--- src/rtl/hydra_event_fifo.sv ---
// Circular event FIFO between the Hydra RX and TX paths with a TX launch scheduler.
// Optional odd-parity screening of incoming packets is enabled by defining PARITY_CHECK_EN.
module hydra_event_fifo #(
    parameter int unsigned WIDTH      = 64,
    parameter int unsigned DEPTH_LOG2 = 4
) (
    input  logic                  clk,
    input  logic                  reset_n,
    input  logic [WIDTH-1:0]      rx_data,
    input  logic                  rx_data_flag,
    input  logic                  tx_busy_any,
    input  logic                  clear_flags,
    output logic [WIDTH-1:0]      fifo_data,
    output logic                  ld_tx_data,
    output logic                  fifo_empty,
    output logic                  fifo_full,
    output logic [DEPTH_LOG2:0]   fifo_count,
    output logic                  overflow,
    output logic                  parity_err
);

    localparam int unsigned DEPTH = 1 << DEPTH_LOG2;
    localparam int unsigned CW    = DEPTH_LOG2 + 1;

    localparam logic [1:0] S_IDLE      = 2'd0;
    localparam logic [1:0] S_LOAD      = 2'd1;
    localparam logic [1:0] S_WAIT_BUSY = 2'd2;
    localparam logic [1:0] S_WAIT_DONE = 2'd3;

    logic [1:0]            state, state_nxt;
    logic [2:0]            tmo, tmo_nxt;
    logic [DEPTH_LOG2-1:0] wr_ptr, rd_ptr;
    logic [WIDTH-1:0]      mem [DEPTH];
    logic [CW-1:0]         count_nxt;
    logic                  launch_c, pop_c, parity_ok_c, wr_c, ovf_set_c;

    // TX scheduler: next state, timeout counter, launch and pop strobes
    always_comb begin
        state_nxt = state;
        tmo_nxt   = tmo;
        launch_c  = 1'b0;
        pop_c     = 1'b0;
        case (state)
            S_IDLE: begin
                if (!fifo_empty && !tx_busy_any) begin
                    state_nxt = S_LOAD;
                    launch_c  = 1'b1;
                end
            end
            S_LOAD: begin
                state_nxt = S_WAIT_BUSY;
                tmo_nxt   = 3'd0;
            end
            S_WAIT_BUSY: begin
                tmo_nxt = tmo + 3'd1;
                // Timeout covers the case where no UART is enabled and busy never rises
                if (tx_busy_any || (tmo == 3'd6)) begin
                    state_nxt = S_WAIT_DONE;
                end
            end
            S_WAIT_DONE: begin
                if (!tx_busy_any) begin
                    state_nxt = S_IDLE;
                    pop_c     = 1'b1;
                end
            end
            default: state_nxt = S_IDLE;
        endcase
    end

`ifdef PARITY_CHECK_EN
    assign parity_ok_c = ^rx_data;
`else
    assign parity_ok_c = 1'b1;
`endif

    // A full FIFO still accepts a write when a pop frees a slot on the same edge
    assign wr_c      = rx_data_flag && parity_ok_c && (!fifo_full || pop_c);
    assign ovf_set_c = rx_data_flag && parity_ok_c && fifo_full && !pop_c;

    always_comb begin
        count_nxt = fifo_count;
        if (wr_c && !pop_c) begin
            count_nxt = fifo_count + CW'(1);
        end else if (!wr_c && pop_c) begin
            count_nxt = fifo_count - CW'(1);
        end
    end

    always_ff @(posedge clk or negedge reset_n) begin
        if (!reset_n) begin
            state      <= S_IDLE;
            tmo        <= 3'd0;
            wr_ptr     <= '0;
            rd_ptr     <= '0;
            fifo_count <= '0;
            fifo_empty <= 1'b1;
            fifo_full  <= 1'b0;
            fifo_data  <= '0;
            ld_tx_data <= 1'b0;
            overflow   <= 1'b0;
        end else begin
            state      <= state_nxt;
            tmo        <= tmo_nxt;
            ld_tx_data <= launch_c;
            fifo_count <= count_nxt;
            fifo_empty <= (count_nxt == CW'(0));
            fifo_full  <= (count_nxt == CW'(DEPTH));
            if (wr_c) begin
                wr_ptr <= wr_ptr + DEPTH_LOG2'(1);
            end
            if (pop_c) begin
                rd_ptr <= rd_ptr + DEPTH_LOG2'(1);
            end
            if (launch_c) begin
                fifo_data <= mem[rd_ptr];
            end
            if (ovf_set_c) begin
                overflow <= 1'b1;
            end else if (clear_flags) begin
                overflow <= 1'b0;
            end
        end
    end

    // Packet storage is intentionally not reset
    always_ff @(posedge clk) begin
        if (wr_c) begin
            mem[wr_ptr] <= rx_data;
        end
    end

`ifdef PARITY_CHECK_EN
    always_ff @(posedge clk or negedge reset_n) begin
        if (!reset_n) begin
            parity_err <= 1'b0;
        end else if (rx_data_flag && !parity_ok_c) begin
            parity_err <= 1'b1;
        end else if (clear_flags) begin
            parity_err <= 1'b0;
        end
    end
`else
    assign parity_err = 1'b0;
`endif

endmodule
--- config.mk ---
export PLATFORM = sky130hd
export DESIGN_NAME = hydra_event_fifo
export DESIGN_NICKNAME = d
export VERILOG_FILES = /design/src/rtl/hydra_event_fifo.sv
export SDC_FILE = /design/constraint.sdc
export NUM_CORES = 1
export LEC_CHECK = 0
export CORE_MARGIN = 2
export CORE_UTILIZATION = 24
export DETAILED_ROUTE_END_ITERATION = 12
export PLACE_DENSITY = 0.38
export SLEW_MARGIN = 0
export SYNTH_ARGS = -nofsm -noshare
export SYNTH_HDL_FRONTEND = slang
export SYNTH_SLANG_ARGS = --single-unit
--- constraint.sdc ---
create_clock -name clk -period 15.15 [get_ports clk]
set_clock_uncertainty 0.15 [all_clocks]
set_input_delay 1.515 -clock clk [delete_from_list [all_inputs] [get_ports clk]]
set_output_delay 1.515 -clock clk [all_outputs]
set_load 0.01 [all_outputs]
== Word level (Yosys, flattened, before mapping) ==
Memories as Yosys holds them, arrays and structs flattened. A register that Yosys moved wholly into a read port is not among the register bits.
Cells that the tools add are included.

* Bits in writable memories: 1024
* Memories kept: 1
* Input bits: 69
* Register bits: 22

{| class="wikitable"
|+ Memories
! name !! depth !! width !! rd ports !! clocked after Yosys merged registers in !! write ports !! line !! source
|-
| mem || 16 || 64 || 1 || 1 || 1 || 33 || <nowiki>logic [WIDTH-1:0] mem [DEPTH];</nowiki>
|}

* Add/subtract/negate cells: 5
* Equal/unequal tests: 8
* Reductions and logical operators: 19
* Mux-type cells: 15

{| class="wikitable"
|+ Operators with widths
! kind !! number
|-
| $mux 5 || 2
|-
| $add 4x1->4 const B || 2
|-
| $mux 1 || 8
|-
| $pmux 2 s4 || 1
|-
| $logic_and 1x1->1 || 6
|-
| $logic_not 1->1 || 6
|-
| $mux 2 || 3
|-
| $ne 2x2->1 const B || 3
|-
| $pmux 3 s2 || 1
|-
| $add 5x1->5 const B || 1
|-
| $eq 5x5->1 const B || 1
|-
| $logic_not 5->1 || 1
|-
| $sub 5x1->5 const B || 1
|-
| $eq 2x2->1 const B || 2
|-
| $reduce_bool 2->1 || 2
|-
| $add 3x1->3 const B || 1
|-
| $eq 3x3->1 const B || 1
|-
| $reduce_and 3->1 || 1
|-
| $eq 2x1->1 const B || 1
|-
| $logic_not 2->1 || 1
|-
| $logic_or 1x1->1 || 2
|}

== Longest topological paths before layout ==
Gate-level depths: netlist of run 1.

* Depth in word-level cells: 9
* Mapped depth: 9
* Depth with buffers taken out: 8

== Least setup slack after synthesis of run 1 ==
Ideal clock, no wire load.

* Path type: input -> register
* From: input port tx_busy_any
* To: memory mem[7][0], enable pin
* Setup time: 578 ps
* Data arrival time: 6924 ps
* Stages on the path: 4
* Slack: 7498 ps
* Path buffers: 0
* Cells stage by stage: nand2b_1 > a21boi_1 > nand2_1 > nor3b_1

* Longest elaborated chain between the ends: 6

{| class="wikitable"
|+ Ends and longest elaborated chain
! element !! line !! source
|-
| start, declared || 11 || <nowiki>input logic tx_busy_any,</nowiki>
|-
| $mux 1 || 62 || <nowiki>if (!tx_busy_any) begin</nowiki>
|-
| $mux 1 || 43 || <nowiki>case (state)</nowiki>
|-
| $logic_or 1x1->1 || 78 || <nowiki>assign wr_c = rx_data_flag && parity_ok_c && (!fifo_full || pop_c);</nowiki>
|-
| $logic_and 1x1->1 || 78 ||
|-
| $mux 1 || 128 || <nowiki>if (wr_c) begin</nowiki>
|-
| $mux 1 (implied by the code) || 129 || <nowiki>mem[wr_ptr] <= rx_data;</nowiki>
|-
| end, declared || 33 ||
|}

Every way passes these cells.

== Worst setup path in the final report of run 1 ==
* From: input port tx_busy_any
* To: memory mem[5][15], enable pin

The elaborated chain is that of the path after synthesis.

==> metrics.md, run 1 <==
| Metric | Value |
|---|---|
| Crit-path slowest cell | a21boi_2 |
| Layout Cells excl Fill | 4787 |
| Setup TNS | 0 ns |
| First-pass GRT wire length | 167400 µm |
| Least-Margin Pin Slew | 1.262 ns |
| Post-CTS Repair Setup Buffers | 0 |
| ANT nets after route | 0 |
| WP data arrival | 4.65 ns |
| CP max stage delay | 0.67 ns |
| Sequential Power Share | 42.4% |
| Root Driver | clkbuf_16 |
| Leakage | 0.01587 µW |
| GP Congestion | 0.6829 |
| Final Critical Period | 4.445 ns |
| Clk sinks | 1110 |
| Chip height | 423.9 µm |
| Sw frac | 31.14% |
| Chip width | 423.9 µm |
| Std-Cell Rows | 154 |
| Crit-path cells | clkdlybuf4s50_1, nand2b_1, a21boi_2, nand2_1, nor2_1, and2_4, buf_4 |
| Worst Hold Class | flip-flop to flip-flop |
| Outcome | complete, no violations |
| Pwr per Cell Area | 186.9 mW/mm² |
| Synthesized area | 0.04232 mm² |
| Cell family with most CP delay | simple AND/OR/NAND/NOR gates |
| Gr usage total | 13.00% |
| I/O Buffers | 141 |
| Clock Power Share | 31.4% |
| Crit path launch type | input pin |
| Die footprint | 0.1797 mm² |
| Final Hold Violating Endpoints | 0 |
| Max_cap viols | 0 |
| Max frequency | 225.0 MHz |
| Area occupied by multi-input gates | 0.008783 mm² |
| CP endpoint kind | flip-flop |
| Via-to-Cell Ratio | 4.356 |
| Final #Nets | 2421 |
| Syn nets | 2245 |
| Largest net degree at the start of global routing | 142 |
| Kind of critical path | input pin to flip-flop |
| Max-Slew Margin vs Limit | 15.86% |
| I/O pin total | 143 |
| CTS clk-pin slew, worst paths | 0.06 ns |
| Yosys reg bits | 1110 |
| Yosys warns | 0 |
| Synth cell types | 47 |
| Core region area | 0.1757 mm² |
| Combinational Power Share | 26.2% |
| WL final | 117700 µm |
| Share of cells above drive strength 1 | 16.07% |
| Internal power | 6486 µW |
| Post-CTS resize count | 0 |
| P&R area growth vs syn | 19.10% |
| Clk_lat worst skew | 0.74 ns |
| Cts bufs inserted | 119 |
| Sequential share of the synthesized area | 77.74% |
| Dominant synthesized flop cell | edfxtp_1 |
| Unrepaired setup endpoints after global routing | false |
| Via count | 20.85k |
| Async S/R FF share, synth | 7.748% |
| Drt first-iter violations | 1587 |
| Syn_area_per_cell | 19.57 µm² |
| Initial antenna violation count | 13 |
| Wire per inst | 24.59 µm |
| Slew Viols, Final | 0 |
| TritonCTS clock tree | yes |
| H-tree Lvls | 3 |
| # placed instances | 4558 |
| NetSw | 2933 µW |
| Clock buffer depth | 3 |
| Register area | 0.03291 mm² |
| Final Cycle Share | 29.34% |
| Number of global-route vias before repair | 22.17k |
| CTS Hold Buffers Added | 0 |
| Commonest non-fill, non-tap cell in the layout | edfxtp_1 |
| Fill cells | 17.36k |
| Most frequent cells in the layout | edfxtp_1 (1024), mux2i_1 (241), clkdlybuf4s50_1 (140) |
| Drt pass-1 iters | 5 |
| Worst path bufs/invs | 2 |
| Maximum fanout along the worst path | 34 |
| Final setup violation count | 0 |
| Post-synthesis instance total | 2163 |
| Remaining Overflow, GRT | 0 |
| Crit path required time | 15.36 ns |
| Number of synthesized flops with an enable pin | 1024 |
| Peak supply drop | 0.1535 mV |
| Post-DP HPWL | 63050 µm |
| DRC | 0 |
| Initial core utilization | 24.08% |
==> worst paths after layout <==
| check | slack, ns | endpoint | cells after the start | from |
|---|---|---|---|---|
| min | 0.38 | overflow | 2 | overflow |
| min reg2reg | 0.38 | overflow | 2 | overflow |
| min in group asynchronous | 0.63 | fifo_data[28] | 1 | reset_n |
| max in group asynchronous | 12.77 | fifo_data[38] | 2 | reset_n |
| max reg2reg | 11.07 | fifo_data[13] | 6 | rd_ptr[1] |
| max | 10.70 | mem[5][15] | 7 | tx_busy_any |
==> power by group through the flow <==
stage | logic [µW] | registers, µW | clock network, µW
2_1_floorplan | 1580 | 3960 | 0
6_report | 2470 | 3990 | 2960
3_3_place_gp | 2530 | 4070 | 0
4_1_cts | 2550 | 4020 | 3040
3_5_place_dp | 2540 | 4080 | 0
5_1_grt | 2670 | 4040 | 3160
==> logic make-up after synthesis <==
kind of cell | share of synthesized area, %
flip-flops | 77.74
other | 0.008861
buffers and inverters | 1.774
AO/OA/AOI/OAI | 3.852
adder cells (fa/ha/maj) | 0.3843
AND/OR/NAND/NOR | 2.809
multiplexers | 13.20
XOR/XNOR | 0.2247
==> flip-flops by register name, summed over array words and instances, names as in the netlist, 2 cells and up <==
name,flops
mem,1024
fifo_count,5
tmo,3
state,2
wr_ptr,4
fifo_data,64
rd_ptr,4
==> cell type report <==
class | instances | area share (%)
diodes | 1 | 0.004965
clock buffers | 153 | 6.360
clock inverters | 75 | 1.574
inverters | 14 | 0.1092
multi-input cells | 915 | 17.43
flip-flops and latches | 1110 | 65.30
well taps | 2340 | 5.809
repair buffers | 179 | 3.418
==> worst min-delay path: stages (launching register included) <==
cell     delay [ns]
dfrtp_1        0.38
inv_1          0.05
o21ai_0        0.06
==> metal layers <==
metal	track usage (%)	part of all wire, %	up-vias
li1	-	-	9137
met1	17.13	45	11180
met2	22.40	50	378
met3	1.892	3.5	152
met4	3.227	1.8	6
met5	0	0.024	-
==> synthesized netlist by cell type (all sizes together), types with 39 or more instances <==
cell type | instances | area (µm²)
a21oi | 45 | 225.2
a22oi | 117 | 878.3
a31oi | 61 | 381.6
buf | 82 | 518.0
clkbuf | 42 | 180.2
dfrtp | 85 | 2127
edfxtp | 1024 | 30750
mux2i | 241 | 2412
mux4 | 139 | 3131
nand2 | 112 | 420.4
nand4 | 39 | 244.0
nor2 | 71 | 266.5
==> per-stage QoR <==
step | utilization, % | power, µW | instance area [µm²] | setup WS (ns) | hold slack [ns]
after CTS | 28.68 | 9609 | 50400 | 10.30 | 0.3865
after floorplan | - | 5541 | 42320 | 7.498 | 0.3496
after detailed placement | 26.40 | 6624 | 46400 | 9.523 | 0.3744
after global routing | 28.68 | 9875 | 50400 | 10.50 | 0.4020
final | 28.68 | 9419 | 50400 | 10.70 | 0.3789
after global placement | 26.40 | 6599 | 46400 | 9.485 | 0.3684
No activity file was read; power rests on OpenSTA's default activity.
==> run 2, diff against run 1 <==
--- a/config.mk
+++ b/config.mk
@@ -8,7 +8,7 @@
 export CORE_MARGIN = 2
 export CORE_UTILIZATION = 24
 export DETAILED_ROUTE_END_ITERATION = 12
-export PLACE_DENSITY = 0.38
+export PLACE_DENSITY = 0.39
 export SLEW_MARGIN = 0
 export SYNTH_ARGS = -nofsm -noshare
 export SYNTH_HDL_FRONTEND = slang
==> constraint.sdc (replaced) <==
create_clock -name clk -period 3.9 [get_ports clk]
set_clock_uncertainty 0.15 [all_clocks]
set_input_delay 0.39 -clock clk [delete_from_list [all_inputs] [get_ports clk]]
set_output_delay 0.39 -clock clk [all_outputs]
set_load 0.01 [all_outputs]
==> run 2 against run 1 <==
Net effect:
- clock power increased to 4.0 times the previous value
- final cell count increased by 1.3%
- via count increased by 2.0%
- critical path depth decreased by 2
- clock-buffer cell count increased by 22
- final area increased by 2.1%
- non-clock buffer count increased by 52
- critical path type is now flip-flop to flip-flop
- critical endpoint is now fifo_data[17]
==> metrics.md, run 2 (synthesized netlist as in run 1, its figures left out) <==
| Metric | Value |
|---|---|
| Outcome | complete, no violations (unchanged) |
| Number of global-route vias before repair | 22.47k (was 22.17k) |
| Remaining Overflow, GRT | 0 (unchanged) |
| Top flop regs | mem x1024, fifo_data x64, fifo_count x5 (unchanged) |
| CP endpoint kind | flip-flop (unchanged) |
| Final WS setup | 0.9659 ns (was 10.70 ns) |
| Setup TNS | 0 ns (unchanged) |
| Maximum fanout along the worst path | 34 (unchanged) |
| Most frequent cells in the layout | edfxtp_1 (1024), mux2i_1 (241), clkdlybuf4s50_1 (140) (unchanged) |
| Hold slack | 0.07846 ns (was 0.3789 ns) |
| Pwr per Cell Area | 727.5 mW/mm² (was 186.9 mW/mm²) |
| Least-Margin Pin Slew | 1.002 ns (was 1.262 ns) |
| Via-to-Cell Ratio | 4.388 (was 4.356) |
| CTS clk-pin slew, worst paths | 0.06 ns (about the same) |
| Clk sinks | 1110 (unchanged) |
| Layout Cells excl Fill | 4848 (was 4787) |
| Initial core utilization | 24.08% (unchanged) |
| Final setup violation count | 0 (unchanged) |
| Drt first-iter violations | 1510 (was 1587) |
| Root Driver | clkbuf_16 (unchanged) |
| Post-DP HPWL | 72450 µm (was 63050 µm) |
| I/O Buffers | 141 (unchanged) |
| H-tree Lvls | 4 (was 3) |
| Chip width | 423.9 µm (unchanged) |
| Max reg flops | 1024 (unchanged) |
| WL final | 118800 µm (was 117700 µm) |
| Worst Hold Class | input pin to flip-flop (was flip-flop to flip-flop) |
| Crit path required time | 4.35 ns (was 15.36 ns) |
| Gr usage total | 13.12% (was 13.00%) |
| # placed instances | 4609 (was 4558) |
| Drt pass-1 iters | 7 (was 5) |
| Kind of critical path | flip-flop to flip-flop (was input pin to flip-flop) |
| CTS Hold Buffers Added | 1 (was 0) |
| Fill cells | 17.28k (was 17.36k) |
| Final Critical Period | 2.934 ns |
| TritonCTS clock tree | yes (unchanged) |
| Slew Viols, Final | 0 (unchanged) |
| ANT nets after route | 0 (unchanged) |
| Die footprint | 0.1797 mm² (unchanged) |
| Unrepaired setup endpoints after global routing | false (unchanged) |
| Finished Core Util | 29.29% (was 28.68%) |
| Final Hold Violating Endpoints | 0 (unchanged) |
| Initial antenna violation count | 9 (was 13) |
| Max_cap viols | 0 (unchanged) |
| Post-CTS resize count | 0 (unchanged) |
| Wire per inst | 24.51 µm (was 24.59 µm) |
| Cts bufs inserted | 130 (was 119) |
| I/O pin total | 143 (unchanged) |
| Peak supply drop | 0.3919 mV (was 0.1535 mV) |
| DP Worst Slack | 0.7552 ns (was 9.523 ns) |
| Via count | 21.27k (was 20.85k) |
| P&R area growth vs syn | 21.61% (was 19.10%) |
| Share of cells above drive strength 1 | 17.84% (was 16.07%) |
| Final Cycle Share | 75.23% |
| Commonest non-fill, non-tap cell in the layout | edfxtp_1 (unchanged) |
| GP Congestion | 0.7288 (was 0.6829) |
| Chip height | 423.9 µm (unchanged) |
| Std-Cell Rows | 154 (unchanged) |
| Max-Slew Margin vs Limit | 33.20% (was 15.86%) |
| Largest register by flop count | mem (unchanged) |
| Clk_lat worst skew | 0.75 ns (was 0.74 ns) |
| Core region area | 0.1757 mm² (unchanged) |
| First-pass GRT wire length | 168700 µm (was 167400 µm) |
| Final #Nets | 2484 (was 2421) |
| Leakage | 0.01634 µW (was 0.01587 µW) |
| Post-CTS Repair Setup Buffers | 0 (unchanged) |
| Crit path launch type | flip-flop (was input pin) |
| WP data arrival | 3.38 ns (was 4.65 ns) |
| Max frequency | 340.8 MHz |
| Clock buffer depth | 3 (unchanged) |
| Largest net degree at the start of global routing | 59 (was 142) |
| DRC | 0 (unchanged) |
-- run 2: changes by cell type in the layout (fill, tap and decap cells not counted), moves of 4 or more --
| cell | change |
|---|---|
| clkinv_2 | -4 |
| buf_4 | +13 |
| clkbuf_16 | +16 |
| clkbuf_1 | +9 |
| clkinv_1 | -6 |
| bufinv_16 | -7 |
| buf_12 | +39 |
-- run 2: worst paths after layout --
path                             start            end  cells after the start  slack [ns]
max                          rd_ptr[0]  fifo_data[17]                      5        0.97
min                        clear_flags       overflow                      2        0.08
max reg2reg                  rd_ptr[0]  fifo_data[17]                      5        0.97
min reg2reg                   overflow       overflow                      2        0.37
max in group asynchronous      reset_n  fifo_data[17]                      3        2.43
min in group asynchronous      reset_n  fifo_data[28]                      2        0.16
-- run 2: metal layers --
metal  track usage, %  wire length [µm]  up-vias
li1                 -                 -     9255
met1            17.07             52350    11420
met2            22.54             59730      428
met3            2.287              4353      168
met4            3.357              2368        2
met5                0                20        -
-- run 2: critical path: stages, from the launching register on --
cell,delay (ns)
dfrtp_4,0.94
and2_4,0.51
buf_4,0.52
a22oi_1,0.16
nand4_1,0.22
a31oi_1,0.12
-- run 2: layout make-up --
cell class | instances | area (µm²) | share of cell area [%]
flip-flops and latches | 1110 | 32910 | 63.95
multi-input cells | 915 | 8786 | 17.07
clock buffers | 175 | 3598 | 6.992
well taps | 2340 | 2928 | 5.689
repair buffers | 231 | 2600 | 5.052
clock inverters | 61 | 579.3 | 1.126
inverters | 14 | 55.05 | 0.1070
diodes | 2 | 5.005 | 0.009725
-- run 2: power breakdown --
group          internal [µW]  switching, µW
combinational           4170           5840
clock                   7030           4820
sequential             14500           1030
-- run 2: metrics by stage --
stage	instance area (µm²)	total power [µW]
6_report	51470	37440
5_1_grt	51460	39230
4_1_cts	51460	38200
3_5_place_dp	47270	26210
3_3_place_gp	47270	26100
2_1_floorplan	42340	21530
